`src/rtl/ram12x73_pkg.sv`:
```
// Shared constants and types for the 12x73 RAM-backed FIFO controller.
package ram12x73_pkg;
  localparam int DEPTH      = 12;
  localparam int WIDTH      = 73;
  localparam int ADDR_W     = 4;
  localparam int RD_LAT     = 2;
  localparam int SKID_DEPTH = RD_LAT + 1;
  localparam int SKID_CW    = $clog2(SKID_DEPTH + 1);
  localparam int CRED_W     = $clog2(RD_LAT + SKID_DEPTH + 1);

  typedef logic [WIDTH-1:0] ram_entry_t;

  function automatic logic [ADDR_W-1:0] ptr_inc(input logic [ADDR_W-1:0] p);
    return (p == ADDR_W'(DEPTH - 1)) ? '0 : p + 1'b1;
  endfunction
endpackage

```
`src/rtl/ram12x73_fifo_ctrl_if.sv`:
```
// Streaming in/out handshake plus the RAM macro port bundle.
interface ram12x73_fifo_ctrl_if;
  import ram12x73_pkg::*;

  logic              in_valid;
  logic              in_ready;
  ram_entry_t        in_data;
  logic              out_valid;
  logic              out_ready;
  ram_entry_t        out_data;
  logic [ADDR_W-1:0] count;
  logic              ram_wr_en;
  logic [ADDR_W-1:0] ram_wr_addr;
  ram_entry_t        ram_wr_data;
  logic              ram_rd_en;
  logic [ADDR_W-1:0] ram_rd_addr;
  ram_entry_t        ram_rd_data;

  // Environment side: producer, consumer and RAM macro.
  modport master (
    output in_valid, in_data, out_ready, ram_rd_data,
    input  in_ready, out_valid, out_data, count,
           ram_wr_en, ram_wr_addr, ram_wr_data, ram_rd_en, ram_rd_addr
  );

  // Controller side.
  modport slave (
    input  in_valid, in_data, out_ready, ram_rd_data,
    output in_ready, out_valid, out_data, count,
           ram_wr_en, ram_wr_addr, ram_wr_data, ram_rd_en, ram_rd_addr
  );
endinterface

```
`src/rtl/ram12x73_skid.sv`:
```
// In-order register FIFO that catches RAM read data; head is always entry 0.
module ram12x73_skid
  import ram12x73_pkg::*;
#(
  parameter int N = SKID_DEPTH
) (
  input  logic               clk,
  input  logic               rst,
  input  logic               push_i,
  input  logic               pop_i,
  input  ram_entry_t         data_i,
  output ram_entry_t         head_o,
  output logic [SKID_CW-1:0] cnt_o
);
  ram_entry_t [N-1:0] ent_q, ent_d;
  logic [SKID_CW-1:0] cnt_q, cnt_d, wr_idx;

  always_comb begin
    ent_d  = ent_q;
    wr_idx = cnt_q - SKID_CW'(pop_i);
    if (pop_i) begin
      for (int i = 0; i < N - 1; i++) ent_d[i] = ent_q[i+1];
    end
    // Write lands behind the survivors, so push and pop can share a cycle.
    for (int i = 0; i < N; i++) begin
      if (push_i && wr_idx == SKID_CW'(i)) ent_d[i] = data_i;
    end
    cnt_d = cnt_q + SKID_CW'(push_i) - SKID_CW'(pop_i);
  end

  always_ff @(posedge clk) begin
    if (rst) cnt_q <= '0;
    else     cnt_q <= cnt_d;
  end

  always_ff @(posedge clk) begin
    ent_q <= ent_d;
  end

  assign head_o = ent_q[0];
  assign cnt_o  = cnt_q;

  a_no_overflow: assert property (@(posedge clk) disable iff (rst)
    !(push_i && !pop_i && cnt_q == SKID_CW'(N)));
  a_no_underflow: assert property (@(posedge clk) disable iff (rst)
    !(pop_i && cnt_q == '0));
endmodule

```
`src/rtl/ram12x73_fifo_ctrl.sv`:
```
// FIFO controller around a 2-cycle-latency RAM macro; read latency hidden by a skid buffer.
module ram12x73_fifo_ctrl
  import ram12x73_pkg::*;
(
  input  logic                  clk,
  input  logic                  rst,
  ram12x73_fifo_ctrl_if.slave   bus
);
  logic [ADDR_W-1:0]  wr_ptr_q, wr_ptr_d;
  logic [ADDR_W-1:0]  rd_ptr_q, rd_ptr_d;
  logic [ADDR_W-1:0]  ram_occ_q, ram_occ_d;
  logic [RD_LAT-1:0]  vld_pipe_q, vld_pipe_d;
  logic [CRED_W-1:0]  infl_cnt, ahead;
  logic [SKID_CW-1:0] skid_cnt;
  logic               in_ready, out_valid;
  logic               push, pop, issue, skid_push;
  ram_entry_t         skid_head;

  // in_ready falls with rst itself so nothing is accepted in a reset cycle.
  assign in_ready  = !rst && (ram_occ_q < ADDR_W'(DEPTH));
  assign out_valid = (skid_cnt != '0);
  assign push      = bus.in_valid && in_ready;
  assign pop       = out_valid && bus.out_ready;
  assign skid_push = vld_pipe_q[RD_LAT-1];

  always_comb begin
    infl_cnt = '0;
    for (int i = 0; i < RD_LAT; i++) infl_cnt = infl_cnt + CRED_W'(vld_pipe_q[i]);
  end

  // Credit: reads in flight plus buffered entries, net of this cycle's pop,
  // must leave room in the skid for one more returning word.
  assign ahead = infl_cnt + CRED_W'(skid_cnt) - CRED_W'(pop);
  assign issue = !rst && (ram_occ_q != '0) && (ahead < CRED_W'(SKID_DEPTH));

  always_comb begin
    wr_ptr_d   = push  ? ptr_inc(wr_ptr_q) : wr_ptr_q;
    rd_ptr_d   = issue ? ptr_inc(rd_ptr_q) : rd_ptr_q;
    ram_occ_d  = ram_occ_q + ADDR_W'(push) - ADDR_W'(issue);
    vld_pipe_d = {vld_pipe_q[RD_LAT-2:0], issue};
  end

  always_ff @(posedge clk) begin
    if (rst) begin
      wr_ptr_q   <= '0;
      rd_ptr_q   <= '0;
      ram_occ_q  <= '0;
      vld_pipe_q <= '0;
    end else begin
      wr_ptr_q   <= wr_ptr_d;
      rd_ptr_q   <= rd_ptr_d;
      ram_occ_q  <= ram_occ_d;
      vld_pipe_q <= vld_pipe_d;
    end
  end

  ram12x73_skid #(.N(SKID_DEPTH)) u_skid (
    .clk    (clk),
    .rst    (rst),
    .push_i (skid_push),
    .pop_i  (pop),
    .data_i (bus.ram_rd_data),
    .head_o (skid_head),
    .cnt_o  (skid_cnt)
  );

  assign bus.in_ready    = in_ready;
  assign bus.out_valid   = out_valid;
  assign bus.out_data    = skid_head;
  assign bus.count       = ram_occ_q + ADDR_W'(infl_cnt) + ADDR_W'(skid_cnt);
  assign bus.ram_wr_en   = push;
  assign bus.ram_wr_addr = wr_ptr_q;
  assign bus.ram_wr_data = bus.in_data;
  assign bus.ram_rd_en   = issue;
  assign bus.ram_rd_addr = rd_ptr_q;

  a_occ_bound: assert property (@(posedge clk) disable iff (rst)
    ram_occ_q <= ADDR_W'(DEPTH));
  a_ptr_bound: assert property (@(posedge clk) disable iff (rst)
    (wr_ptr_q < ADDR_W'(DEPTH)) && (rd_ptr_q < ADDR_W'(DEPTH)));
endmodule

```
`src/flat_wrapper.sv`:
```
// flat-port wrapper written by rule: the top's interface ports become plain ports
module ram12x73_fifo_ctrl_flat import ram12x73_pkg::*;
  (clk, rst, bus_in_valid, bus_in_data, bus_out_ready, bus_ram_rd_data, bus_in_ready, bus_out_valid, bus_out_data, bus_count, bus_ram_wr_en, bus_ram_wr_addr, bus_ram_wr_data, bus_ram_rd_en, bus_ram_rd_addr);
  ram12x73_fifo_ctrl_if bus_i ();
  input  logic clk;
  input  logic rst;
  input wire logic [$bits(bus_i.in_valid)-1:0] bus_in_valid;
  input wire logic [$bits(bus_i.in_data)-1:0] bus_in_data;
  input wire logic [$bits(bus_i.out_ready)-1:0] bus_out_ready;
  input wire logic [$bits(bus_i.ram_rd_data)-1:0] bus_ram_rd_data;
  output wire logic [$bits(bus_i.in_ready)-1:0] bus_in_ready;
  output wire logic [$bits(bus_i.out_valid)-1:0] bus_out_valid;
  output wire logic [$bits(bus_i.out_data)-1:0] bus_out_data;
  output wire logic [$bits(bus_i.count)-1:0] bus_count;
  output wire logic [$bits(bus_i.ram_wr_en)-1:0] bus_ram_wr_en;
  output wire logic [$bits(bus_i.ram_wr_addr)-1:0] bus_ram_wr_addr;
  output wire logic [$bits(bus_i.ram_wr_data)-1:0] bus_ram_wr_data;
  output wire logic [$bits(bus_i.ram_rd_en)-1:0] bus_ram_rd_en;
  output wire logic [$bits(bus_i.ram_rd_addr)-1:0] bus_ram_rd_addr;
  assign bus_i.in_valid = bus_in_valid;
  assign bus_i.in_data = bus_in_data;
  assign bus_i.out_ready = bus_out_ready;
  assign bus_i.ram_rd_data = bus_ram_rd_data;
  assign bus_in_ready = bus_i.in_ready;
  assign bus_out_valid = bus_i.out_valid;
  assign bus_out_data = bus_i.out_data;
  assign bus_count = bus_i.count;
  assign bus_ram_wr_en = bus_i.ram_wr_en;
  assign bus_ram_wr_addr = bus_i.ram_wr_addr;
  assign bus_ram_wr_data = bus_i.ram_wr_data;
  assign bus_ram_rd_en = bus_i.ram_rd_en;
  assign bus_ram_rd_addr = bus_i.ram_rd_addr;
  ram12x73_fifo_ctrl u_core (.clk(clk), .rst(rst), .bus(bus_i));
endmodule
```
`config.mk`:
```
export PLATFORM = sky130hd
export DESIGN_NAME = ram12x73_fifo_ctrl_flat
export DESIGN_NICKNAME = d
export VERILOG_FILES = /design/src/rtl/ram12x73_pkg.sv /design/src/rtl/ram12x73_fifo_ctrl_if.sv /design/src/rtl/ram12x73_skid.sv /design/src/rtl/ram12x73_fifo_ctrl.sv /design/src/flat_wrapper.sv
export SDC_FILE = /design/constraint.sdc
export NUM_CORES = 1
export LEC_CHECK = 0
export ABC_AREA = 0
export ABC_CLOCK_PERIOD_IN_PS = 9900
export CORE_ASPECT_RATIO = 0.6
export CORE_MARGIN = 1.5
export CORE_UTILIZATION = 42
export CTS_CLUSTER_SIZE = 14
export DETAILED_ROUTE_END_ITERATION = 12
export GPL_ROUTABILITY_DRIVEN = 0
export PLACE_DENSITY = 0.72
export RECOVER_POWER = 25
export SYNTH_ARGS = -nofsm -noshare
export SYNTH_HDL_FRONTEND = slang
export SYNTH_SLANG_ARGS = --single-unit
```
`constraint.sdc`:
```
create_clock -name clk -period 9.9 [get_ports clk]
set_input_delay 0.99 -clock clk [delete_from_list [all_inputs] [get_ports clk]]
set_output_delay 0.99 -clock clk [all_outputs]
set_load 0.005 [all_outputs]
```
# Yosys cells after proc, flatten, opt, wreduce, memory -nomap -nowiden
# Cells that the tools add are included.
op_classes:
  n_addsub: 12
  mul: 0
  div_mod_pow: 0
  order_cmp: 2
  eq_ne: 4
  n_shift: 0
  mux: 5
  n_bitwise: 0
  reduce_logical: 14
ops:
  columns: ["operator", "n"]
  rows:
  - ["$mux W146", 1]
  - ["$mux W73", 2]
  - ["$add A4 B1 Y4 const B", 2]
  - ["$eq A4 B4 Y1 const B", 2]
  - ["$logic_and A1 B1 Y1", 8]
  - ["$mux W4", 2]
  - ["$reduce_bool A2 Y1", 3]
  - ["$add A4 B1 Y4", 1]
  - ["$add A4 B2 Y4", 1]
  - ["$add A4 B3 Y4", 1]
  - ["$lt A4 B4 Y1 const B", 1]
  - ["$reduce_bool A4 Y1", 1]
  - ["$sub A2 B1 Y2", 2]
  - ["$sub A4 B1 Y4", 1]
  - ["$add A3 B2 Y3", 1]
  - ["$lt A3 B2 Y1 const B", 1]
  - ["$sub A3 B1 Y3", 1]
  - ["$add A1 B1 Y2", 1]
  - ["$add A2 B1 Y2", 1]
  - ["$eq A2 B1 Y1 const B", 1]
  - ["$eq A2 B2 Y1 const B", 1]
  - ["$logic_not A2 Y1", 1]
  - ["$logic_not A1 Y1", 1]
word_totals:
  register_bits: 235
  latchBits: 0
  ram_bits: 0
  rom_bits: 0
  output_inout_bits: 162
  wordCells: 45
  n_memories: 0

# Longest topological paths before layout
depth:
  word_depth: 6
  mapped_depth: 19
  depth_no_buf: 19

# Cells and area by module
# A second synthesis with hierarchy kept.
hier_totals:
  hier_cells: 642
  area_unflattened_um2: 10706.5
modules_own_cells:
  columns: ["mod", "n_inst", "cells_each", "area_each_um2", "seq_area_each_um2"]
  rows:
  - ["ram12x73_skid", 1, 469, 9246.4, 6616.3]
  - ["ram12x73_fifo_ctrl", 1, 173, 1460.2, 280.3]

# Least setup slack after synthesis
# No wires, ideal clock.
synth_path:
  kind: "input to register"
  start: "input bus_out_ready"
  end: "register u_core.u_skid.ent_q[146] (netlist bit) (enable)"
  setup_time_ns: 0.505
  t_arrival_ns: 4.539
  path_slack_ns: 4.856
  path_stages: 5
  path_buffers: 0
  path_cell_list: "nand2_1 -> inv_1 -> ha_1 -> xnor2_1 -> nor2_1"
synth_via:
  elab_chain_len: 4
synth_rtl:
  columns: ["element", "line", "text"]
  rows:
  - ["start, declared", "flat_wrapper.sv:9", "input wire logic [$bits(bus_i.out_ready)-1:0] bus_out_ready;"]
  - ["$logic_and A1 B1 Y1", "ram12x73_fifo_ctrl.sv:23", "assign pop = out_valid && bus.out_ready;"]
  - ["$sub A2 B1 Y2", "ram12x73_skid.sv:20", "wr_idx = cnt_q - SKID_CW'(pop_i);"]
  - ["$eq A2 B2 Y1", "ram12x73_skid.sv:26", "if (push_i && wr_idx == SKID_CW'(i)) ent_d[i] = data_i;"]
  - ["$logic_and A1 B1 Y1", "ram12x73_skid.sv:26", null]
  - ["end signal, assigned", "ram12x73_skid.sv:37", "ent_q <= ent_d;"]
  - ["end, declared", "ram12x73_skid.sv:15", "ram_entry_t [N-1:0] ent_q, ent_d;"]
# No other way between the ends.
# A chain may end at the register's enable or synchronous reset.

# Worst setup path in the final report
layout_path:
  start: "input bus_out_ready"
  end: "output bus_ram_rd_en"
layout_via:
  elab_chain_len: 4
layout_rtl:
  columns: ["element", "line", "text"]
  rows:
  - ["$logic_and A1 B1 Y1", "ram12x73_fifo_ctrl.sv:23", null]
  - ["$sub A3 B1 Y3", "ram12x73_fifo_ctrl.sv:33", "assign ahead = infl_cnt + CRED_W'(skid_cnt) - CRED_W'(pop);"]
  - ["$lt A3 B2 Y1", "ram12x73_fifo_ctrl.sv:34", "assign issue = !rst && (ram_occ_q != '0) && (ahead < CRED_W'(SKID_DEPTH));"]
  - ["$logic_and A1 B1 Y1", "ram12x73_fifo_ctrl.sv:34", null]
  - ["end, declared", "flat_wrapper.sv:18", "output wire logic [$bits(bus_i.ram_rd_en)-1:0] bus_ram_rd_en;"]
# No other way between the ends.

==> impl_results.md <==
* Syn. warnings at 0
* Insertion delay of the later-clocked pin in the worst-skew pair at 0.49 ns
* Max Fclk at 195 MHz
* Synthesized netlist net count at 818
* Root buffer selected by CTS: clkbuf_16
* Combinational fraction of design power at 0.260
* Pins over their slew limit at 0
* Core box area at 24300 um2
* Complex-gate fraction of the synthesized area at 0.00823
* Number of nets with antenna violations after detailed routing at 0
* Residual overflow from global routing at 0
* Initial antenna violation count at 5
* Vias/cell at 4.92
* First-pass GRT wire length at 30100 um
* Post-synthesis instance area at 10500 um2
* RSZ-0062 raised after global routing: no
* Die width at 207 um
* Number of buffers added on ports at 165
* Sinks on the clock net at 235
* Number of different library cells in the post-synthesis netlist at 28
* Placement Setup Slack at 4.94 ns
* Commonest non-fill, non-tap cell in the layout: edfxtp_1
* Worst IR Drop VDD at 0.137 mV
* Avg WL per Cell at 18.8 um
* Share of power burned in the clock network at 0.266
* Area of the die at 25900 um2
* Power density cells at 258 nW/um2
* Setup slack after layout at 4.77 ns
* Final wirelength at 19100 um
* Largest net degree at the start of global routing at 75
* Post-route DRC at 0
* Count of hold buffers inserted by post-cts repair at 0
* Post-route setup TNS at 0 ns
* Fraction of layout instances using a drive strength above 1 at 0.265
* Number of setup buffers added after CTS at 0
* Portion of the clock cycle consumed by the worst path in the final layout at 0.519
* Post-synthesis simple-gate area fraction at 0.0169
* Final Skew at 0.0114 ns
* Run status: completed
* TritonCTS clock tree: built
* Initial Util at 0.431
* Maximum capacitance violations at 0
* Crit path launch type: input port
* Area Growth Syn to Fin at 15.3%
* Die Y at 125 um
* Type of the worst min-delay path: reg -> reg
* Sequential-to-total area share from yosys stat at 0.658
* Most used cells in the layout excluding fill and tap cells: edfxtp_1, mux2_2, clkdlybuf4s50_1
* Num rows at 44
* Number of cells produced by synthesis at 647
* Total number of vias at 4988
* Critical Setup Path Class: in -> out
* Cell internal power dissipation at 2.31 mW
* Switch Pwr at 806 uW
* Minimum period implied by the final worst setup slack at 5.13 ns
* IO Count at 312
* Number of inserted filler cells in the final layout at 2014
* Slowest cell delay on critical path at 0.54 ns
* Cell-by-cell listing of the critical path: dlygate4sd3_1 -> nand2_1 -> inv_1 -> ha_1 -> inv_1 -> ha_1 -> inv_1 -> fa_1 -> nor2b_1 -> a2111o_1 -> inv_1 -> clkdlybuf4s50_1
* Layout Nets at 844
* Post-cts repair resize count at 0
* Worst slew slack as a fraction of its limit at 0.261
* Endpoint required time on the critical path at 8.91 ns
* Max FO, Critical Path at 5
* DRT iter0 DRCs at 172
* Largest family of logic cells by synthesized area: multiplexers
* All-layer global routing usage at 0.149
* Maximum clock path buffer count at 3
* Synthesized-area fraction occupied by adder cells at 0.0286
* XOR/XNOR share of the synthesized area at 0.00585
* Final Total Pwr at 3.12 mW
* Total of endpoints with negative setup slack in the final report at 0
* Worst Tran Pin Value at 1.11 ns
* Critical path's most frequent cell: inv_1
* Detailed placement HPWL at 11800 um
* CP endpoint kind: output pin
* First-pass detailed-route iteration total at 4
* Mean instance size in the synthesized netlist at 16.2 um2
* Sw Share at 0.259
* Seq pwr share at 0.474
* Final Hold Vio Count at 0
* Clock-pin slew of the registers on the worst-case setup and hold paths at 0.06 ns
* Number of register bits inferred by synthesis at 235
* Multiplexer area fraction after synthesis at 0.159
* Leak Pwr at 4.12 nW
* Number of buffers created by CTS at 22
* Number of global-route vias before repair at 5343
* CTS H-Tree Depth at 1
* Cell with the largest stage delay on the worst path: dlygate4sd3_1
* Arrival time of data at the critical path endpoint at 4.14 ns
==> per-layer routing <==
metal | global-route usage | wire [um]
met5 | 0 | 12
met2 | 0.230 | 8350
met3 | 0.0503 | 1460
met1 | 0.204 | 8880
met4 | 0.0330 | 405
==> cell families (layout without fill, tap and decap cells) <==
family	after synthesis	count (layout)
DFF	235	235
muxes	148	148
adders and majority gates	21	21
AOI/OAI and AO/OA	14	14
buffers and inverters	188	229
other	0	4
xor gates and xnor gates	7	7
and+or+nand+nor	34	34
==> state kept, by name (all words and copies together), names as in the netlist <==
name                    cells
u_core.u_skid.ent_q       146
u_core.u_skid.head_o       73
u_core.bus.ram_rd_addr      4
u_core.bus.ram_wr_addr      4
u_core.ram_occ_q            4
u_core.u_skid.cnt_o         2
u_core.vld_pipe_q           2
==> final cells by class <==
type                            count  area [um2]  share of cell area
Inverter                           23        86.3             0.00715
Tap cell                          322         403              0.0333
Timing Repair Buffer              167        1670               0.138
Antenna cell                        4        10.0            0.000828
Clock buffer                       31         616              0.0509
Multi-Input combinational cell    224        2320               0.192
Sequential cell                   235        6900               0.571
Clock inverter                      8        87.6             0.00725
==> power by group through the flow <==
stage	clock (mW)	sequential, mW	combinational (mW)
3_3_place_gp	0	1.49	0.805
4_1_cts	0.858	1.48	0.838
2_1_floorplan	0	1.49	0.578
3_5_place_dp	0	1.50	0.830
5_1_grt	0.891	1.50	0.895
6_report	0.830	1.48	0.809
==> synth_stat cells <==
master,n,area (um2)
nand2b_1,1,6.26
or4_1,2,15.0
inv_1,23,86.3
dfxtp_1,16,320
mux2i_1,2,20.0
and2b_1,2,15.0
buf_6,1,11.3
a311oi_1,2,17.5
nand2_1,6,22.5
fa_1,5,100
a21oi_1,6,30.0
xnor2_1,6,52.6
ha_1,16,200
o21ai_0,4,20.0
and3_1,2,12.5
nand3_1,1,5.00
nor2_1,12,45.0
a21o_1,1,7.51
or3b_1,1,8.76
nor2b_1,4,25.0
a2111o_1,1,11.3
buf_2,11,55.1
clkbuf_1,1,3.75
xor2_1,1,8.76
nand3b_1,3,22.5
mux2_2,146,1640
buf_4,152,1140
edfxtp_1,219,6580
==> worst max-delay path: cells and delay by family <==
family                     cells  cell delay, ns
AOI/OAI and AO/OA              1            0.46
buffers and inverters          6            1.53
adders and majority gates      3            0.92
and+or+nand+nor                2            0.25
==> worst paths after layout <==
check	startpoint	endpoint	slack, ns	cells past startpoint
max	bus_out_ready	bus_ram_rd_en	4.77	12
min	u_core.vld_pipe_q[0]	u_core.vld_pipe_q[1]	0.51	1
max reg2reg	u_core.u_skid.cnt_o[1]	u_core.u_skid.head_o[39]	6.05	8
min reg2reg	u_core.vld_pipe_q[0]	u_core.vld_pipe_q[1]	0.51	1
==> metrics by stage <==
| step | hold slack (ns) | util | cells | instance area (um2) |
|---|---|---|---|---|
| 2_1_floorplan | 0.438 | - | 647 | 10500 |
| 3_3_place_gp | 0.468 | 0.467 | 971 | 11400 |
| 3_5_place_dp | 0.493 | 0.467 | 971 | 11400 |
| 4_1_cts | 0.510 | 0.496 | 1010 | 12100 |
| 5_1_grt | 0.524 | 0.496 | 1011 | 12100 |
| 6_report | 0.512 | 0.497 | 1014 | 12100 |
No activity file was read; power rests on OpenSTA's default activity.
